File: config.mk
export PLATFORM = sky130hd
export DESIGN_NAME = dbus_arbiter
export DESIGN_NICKNAME = d
export VERILOG_FILES = /design/src/rtl/dbus_arbiter.sv
export SDC_FILE = /design/constraint.sdc
export NUM_CORES = 1
export LEC_CHECK = 0
export ABC_CLOCK_PERIOD_IN_PS = 1500
export BUFFER_PORTS_ARGS = -buffer_cell sky130_fd_sc_hd__buf_4
export CORE_AREA = 3 3 107 109
export CTS_BUF_LIST = sky130_fd_sc_hd__clkbuf_4
export DETAILED_ROUTE_END_ITERATION = 16
export DIE_AREA = 0 0 110 112
export HOLD_SLACK_MARGIN = 0.15
export PLACE_DENSITY_LB_ADDON = 0.3
export RECOVER_POWER = 50
export SETUP_SLACK_MARGIN = 0.2
export SLEW_MARGIN = 20
export SYNTH_ARGS = -nofsm -noshare
export SYNTH_HDL_FRONTEND = slang
export SYNTH_SLANG_ARGS = --single-unit
export TNS_END_PERCENT = 50
File: constraint.sdc
create_clock -name clk -period 1.5 [get_ports clk]
set_input_delay 0.15 -clock clk [delete_from_list [all_inputs] [get_ports clk]]
set_output_delay 0.15 -clock clk [all_outputs]
set_load 0.01 [all_outputs]
File: src/rtl/dbus_arbiter.sv
// dbus_arbiter: shares the single-port memory bus between instruction fetch and the MEM-stage load/store path
module dbus_arbiter #(
  parameter int XLEN          = 32,
  parameter int LS_MAX_CONSEC = 4
) (
  input  logic              clk,
  input  logic              rst_n,
  input  logic              pipe_flush,
  input  logic              if_req,
  input  logic [XLEN-1:0]   if_addr,
  output logic              if_gnt,
  output logic              if_rvalid,
  output logic [XLEN-1:0]   if_rdata,
  input  logic              ls_req,
  input  logic              ls_we,
  input  logic [XLEN-1:0]   ls_addr,
  input  logic [XLEN-1:0]   ls_wdata,
  input  logic [XLEN/8-1:0] ls_wstrb,
  output logic              ls_gnt,
  output logic              ls_rvalid,
  output logic [XLEN-1:0]   ls_rdata,
  output logic              load_hand_suc,
  output logic              store_hand_suc,
  output logic              bus_req,
  output logic              bus_we,
  output logic [XLEN-1:0]   bus_addr,
  output logic [XLEN-1:0]   bus_wdata,
  output logic [XLEN/8-1:0] bus_wstrb,
  input  logic              bus_gnt,
  input  logic              bus_rvalid,
  input  logic [XLEN-1:0]   bus_rdata
);
  localparam int CW = $clog2(LS_MAX_CONSEC + 1);
  localparam logic [CW-1:0] CMAX = CW'(LS_MAX_CONSEC);
  typedef enum logic [1:0] {IDLE, REQ, WAIT} state_t;
  state_t state, state_nx;
  logic owner_ls, squash, arb, ls_win, resp;
  logic [CW-1:0] cnt;
  // state register; async reset abandons any outstanding transaction
  always_ff @(posedge clk or negedge rst_n)
    if (!rst_n) state <= IDLE;
    else state <= state_nx;
  // arbitration, next state and response routing
  always_comb begin
    arb            = state == IDLE && !pipe_flush && (if_req || ls_req);
    ls_win         = ls_req && !(if_req && cnt == CMAX);
    state_nx       = state == IDLE ? (arb ? REQ : IDLE) :
                     state == REQ  ? (bus_gnt ? WAIT : pipe_flush ? IDLE : REQ) :
                                     (bus_rvalid ? IDLE : WAIT);
    bus_req        = state == REQ;
    if_gnt         = bus_req && bus_gnt && !pipe_flush && !owner_ls;
    ls_gnt         = bus_req && bus_gnt && !pipe_flush && owner_ls;
    resp           = state == WAIT && bus_rvalid && !squash && !pipe_flush;
    if_rvalid      = resp && !owner_ls;
    ls_rvalid      = resp && owner_ls;
    if_rdata       = if_rvalid ? bus_rdata : '0;
    ls_rdata       = ls_rvalid ? bus_rdata : '0;
    load_hand_suc  = ls_rvalid && !bus_we;
    store_hand_suc = ls_rvalid && bus_we;
  end
  // latch the winner onto the bus, track fairness and squash of flushed transactions
  always_ff @(posedge clk or negedge rst_n)
    if (!rst_n) begin
      owner_ls  <= 1'b0;
      squash    <= 1'b0;
      cnt       <= '0;
      bus_we    <= 1'b0;
      bus_addr  <= '0;
      bus_wdata <= '0;
      bus_wstrb <= '0;
    end else begin
      if (arb) begin
        owner_ls  <= ls_win;
        bus_we    <= ls_win && ls_we;
        bus_addr  <= ls_win ? ls_addr : if_addr;
        bus_wdata <= ls_win ? ls_wdata : '0;
        bus_wstrb <= ls_win ? ls_wstrb : '1;
        cnt       <= !(ls_win && if_req) ? '0 : cnt == CMAX ? CMAX : cnt + 1'b1;
      end
      squash <= state == REQ  ? (bus_gnt && pipe_flush) :
                state == WAIT ? (!bus_rvalid && (squash || pipe_flush)) : 1'b0;
    end
endmodule

Word-level counts from Yosys, hierarchy flattened:

Index checks and enable logic that the tools add are counted.

* register bits: 76
* bits of input ports: 140
* output and inout port bits: 140
* logic and storage cells: 55

* $add $sub $neg: 1
* equal/unequal tests: 3
* muxes and demuxes: 15
* reduce and logical (&&, ||, !) cells: 28

Operators with widths (number)
* $mux 32: 4
* $logic_and 1x1->1: 19
* $mux 2: 4
* $logic_not 1->1: 6
* $mux 3: 2
* $mux 1: 4
* $mux 4: 1
* $add 3x1->3 const B: 1
* $eq 3x3->1 const B: 1
* $eq 2x1->1 const B: 1
* $eq 2x2->1 const B: 1
* $logic_not 2->1: 1
* $logic_or 1x1->1: 2

Logic depth before layout (Yosys ltp):

* word-level depth: 6
* gate-level depth with buffers: 7

Worst setup path after synthesis:

Ideal clock, no wire load.

* path type: reg-to-reg
* start: reg cnt[0]
* end: reg bus_wdata[13]
* setup time: 0.121 ns
* arrival: 1.426 ns
* path slack: -0.047 ns
* cell stages (with the launch flop): 8
* buffers on the path: 2
* cells stage by stage: dfrtp_1 > inv_1 > ha_1 > nand3_2 > and3_1 > buf_2 > buf_2 > a22o_1

* word-level cells in the longest chain between the ends: 5

RTL lines
* from (decl): line 38 `logic [CW-1:0] cnt;`
* from (signal assigned): line 78 `cnt <= !(ls_win && if_req) ? '0 : cnt == CMAX ? CMAX : cnt + 1'b1;`
* $eq 3x3->1: line 46 `ls_win = ls_req && !(if_req && cnt == CMAX);`
* $logic_and 1x1->1: line 46
* $logic_not 1->1: line 46
* $logic_and 1x1->1: line 46
* $mux 32: line 76 `bus_wdata <= ls_win ? ls_wdata : '0;`
* to (signal assigned): line 76
* to (decl): line 27 `output logic [XLEN-1:0] bus_wdata,`

Every way passes these cells.
A chain may end at the register's enable or synchronous reset.

Worst setup path after layout:

* start: reg state[0]
* end: out if_rdata[0]

* word-level cells in the longest chain between the ends: 6

RTL lines
* from (decl): line 36 `state_t state, state_nx;`
* from (signal assigned): line 42 `else state <= state_nx;`
* $eq 2x2->1: line 53 `resp = state == WAIT && bus_rvalid && !squash && !pipe_flush;`
* $logic_and 1x1->1 (3 in series): line 53
* $logic_and 1x1->1: line 54 `if_rvalid = resp && !owner_ls;`
* $mux 32: line 56 `if_rdata = if_rvalid ? bus_rdata : '0;`
* to (decl): line 13 `output logic [XLEN-1:0] if_rdata,`

Every way passes these cells.

==> results.sh <==
export IMPL_cp_slowest_stage_delay_ns=0.46
export IMPL_avgSynthCellArea_um2=9.785
export IMPL_htree_levels=3
export IMPL_dpl_hpwl_um=11450
export IMPL_cts_buffers=9
export IMPL_worstSetupEndpointType="output pin"
export IMPL_leakage_uw=0.003722
export IMPL_cts_tree="yes"
export IMPL_crit_type="flop to output pin"
export IMPL_cp_top_family="simple AND/OR/NAND/NOR gates"
export IMPL_outcome="finished, violations left"
export IMPL_cp_max_fo=16
export IMPL_syn_area_um2=3767
export IMPL_cts_root_buf="clkbuf_4"
export IMPL_clkSinkCount=76
export IMPL_cp_cell_sequence="nor2b_4 > and4b_2 > clkbuf_16 > and2_1 > buf_4"
export IMPL_final_layout_size_suffix_gt1_frac=0.4496
export IMPL_rsz0062_at_grt="true"
export IMPL_io_pins=280
export IMPL_max_clock_freq_ghz=0.5272
export IMPL_critPathLaunchType="flop"
export IMPL_place_gp_congestion=0.8142
export IMPL_crit_slowest_cell="dfrtp_2"
export IMPL_synthCells=385
export IMPL_drtAntennaViolNets=0
export IMPL_first_iter_violations=320
export IMPL_insertion_delay_ns=0.44
export IMPL_yosysSeqAreaShare=0.5048
export IMPL_grt_antenna_before_repair=0
export IMPL_grt_first_pass_wirelength_um=26520
export IMPL_fin_crit_ns=1.897
export IMPL_start_util=0.3522
export IMPL_io_buffers=279
export IMPL_dieArea_um2=12320
export IMPL_grt_pass1_vias=5096
export IMPL_die_height_um=112
export IMPL_core_um2=10700
export IMPL_synthTopCellsByArea="dfrtp_1 (50%), and2_1 (11%), a22o_1 (7.9%), a31oi_1 (5.5%), a21oi_1 (4.4%)"
export IMPL_fin_crit_sh=1.264
export IMPL_ys_ff_latch=76
export IMPL_crit_end="if_rdata[0]"
export IMPL_cp_arrival_ns=1.75
export IMPL_final_hold_violation_count=0
export IMPL_hold_start="ls_req"
export IMPL_ff2ff_path_depth=7
export IMPL_instances_no_fill=923
export IMPL_cp_num_cells=5
export IMPL_pwr_density_cell_nw_per_um2=1059
export IMPL_totalWireLength_um=18340
export IMPL_synthesis_nets=527
export IMPL_rows=38
export IMPL_drv_cap=0
export IMPL_r2r_slack_ns=-0.26
export IMPL_drv_slew=0
export IMPL_via_per_inst=5.261
export IMPL_antennaDiodeCount=0
export IMPL_dpl_worst_slack_ns=-0.07835
export IMPL_dp_cells=785
export IMPL_relSlewSlack=0.2797
export IMPL_reg2reg_from="state[0]$_DFF_PN0_"
export IMPL_finClkSkew_ns=0.02903
export IMPL_fin_util=0.7182
export IMPL_routedWlPerCell_um=19.87
export IMPL_cp_startpoint="state[0]$_DFF_PN0_"
export IMPL_synth_top_cell_by_area="dfrtp_1"
export IMPL_clock_path_buffers=2
export IMPL_drc=0
export IMPL_grt_max_degree=77
export IMPL_setup_viol=145
export IMPL_cp_required_ns=1.35
export IMPL_yosys_warnings=0
export IMPL_die_w_um=110
export IMPL_overflow=0
export IMPL_dr_pass1_iters=5
export IMPL_vias=4856
export IMPL_finalWorstSetupSlack_ns=-0.3967
export IMPL_violations="setup timing"
export IMPL_area_growth_pct=104.0
export IMPL_synth_top_area_frac=0.5048
export IMPL_grt_total_usage=0.2779
export IMPL_setup_tns_final_ns=-38.49
export IMPL_hold_path_class="input pin to flop"
export IMPL_crit_buf_inv=2
export IMPL_reg2reg_to="cnt[1]$_DFFE_PN0P_"
export IMPL_power_total_uw=8140
export IMPL_clkTransAtPathRegs_ns=0.14
export IMPL_tightest_slew_ns=1.080
export IMPL_ys_types=34
export IMPL_ir_drop_mv=0.6947
export IMPL_fin_nets=920
## what timing repair did
item | in CTS | in global routing
cloned | 4 | 4
hold endpoints to repair | 151 | 0
setup buffers | 3 | 5
hold buffers | 106 | 0
pin swaps | 9 | 5
setup endpoints to repair | 144 | 145
resized for setup | 18 | 18
## where the power goes
| group | internal [uW] | switching, uW | leakage [uW] |
|---|---|---|---|
| sequential | 2710 | 463 | 0.000910 |
| clock | 363 | 820 | 0.0000635 |
| combinational | 2120 | 1660 | 0.00275 |
| total | 5190 | 2950 | 0.00372 |
## layer usage
metal / up-vias / global-route usage / routed length, um
li1: 2181 / - / -
met1: 2302 / 0.2966 / 6178
met2: 311 / 0.5129 / 9714
met3: 62 / 0.07304 / 1731
met4: 0 / 0.1014 / 716
met5: - / 0 / 0
## cells in the mapped netlist (all sizes together)
cell type / n
a21o: 1
a21oi: 33
a22o: 34
a31oi: 33
and2: 66
and3: 3
and4: 1
and4b: 1
buf: 20
clkbuf: 19
dfrtp: 76
ha: 2
inv: 5
mux2i: 2
nand2: 5
nand2b: 1
nand3: 34
nand4: 2
nor2: 2
nor2b: 2
nor3: 1
nor3b: 1
o2111ai: 1
o21ai: 33
o22a: 4
o22ai: 1
o31ai: 1
or2: 1
## through the flow
step	instance area, um^2	hold slack, ns
after floorplan	3836	-0.1456
after global placement	6103	0.2034
after detailed placement	6103	0.2057
after CTS	7472	0.1686
after global routing	7684	0.1857
final	7684	0.2111
## placed cells by master (no fill, tap or decap), types with 3 or more instances in the layout
cell type      count
o22a_1             4
buf_12             7
buf_16             4
a22o_1            34
inv_2              3
inv_6              3
nand2_1            4
a21oi_1           32
a31oi_2            3
nand3_1           32
dlygate4sd3_1    106
o21ai_0           33
a31oi_1           29
and2_1            64
buf_6              6
dfrtp_1           75
clkbuf_4          11
clkbuf_16          4
buf_4            291
## flip-flops by register name (all words and copies together), names as in the netlist
register,count
squash,1
bus_addr,32
owner_ls,1
cnt,3
bus_we,1
bus_wstrb,4
state,2
bus_wdata,32
## area by class of cell
type                            instances  area, um^2
Clock inverter                          7       58.81
Tap cell                              140       175.2
Inverter                                5       18.77
Fill cell                             768        3014
Clock buffer                            9       67.56
Multi-Input combinational cell        265        1767
Sequential cell                        76        1903
Timing Repair Buffer                  421        3694
## how the worst min path moves through the flow
stage | end | slack, ns | cells past startpoint
CTS | bus_addr[27]$_DFFE_PN0P_ | 0.17 | 4
finish | bus_addr[27]$_DFFE_PN0P_ | 0.21 | 4
floorplan | bus_addr[0]$_DFFE_PN0P_ | -0.15 | 0
global route | bus_addr[24]$_DFFE_PN0P_ | 0.19 | 4
global placement | bus_addr[24]$_DFFE_PN0P_ | 0.20 | 2
detailed placement | bus_addr[26]$_DFFE_PN0P_ | 0.21 | 2
## kinds of logic (layout without fill, tap and decap cells)
kind of cell             count (synthesis)  in the layout  share of synthesized area
AO/OA/AOI/OAI                          141            141                     0.2388
AND/OR/NAND/NOR                        120            120                     0.1876
adder cells (fa/ha/maj)                  2              2                   0.006641
buffers and inverters                   44            442                    0.05679
multiplexers                             2              2                   0.005314
flip-flops                              76             76                     0.5048
## worst register-to-register path, delay by kind of cell, from the launching register on
kind          cells  cell delay [ns]
mux               1             0.19
buf+inv           4             0.57
flops             1             0.46
simple gates      2             0.46
No activity file was read; power rests on OpenSTA's default activity.
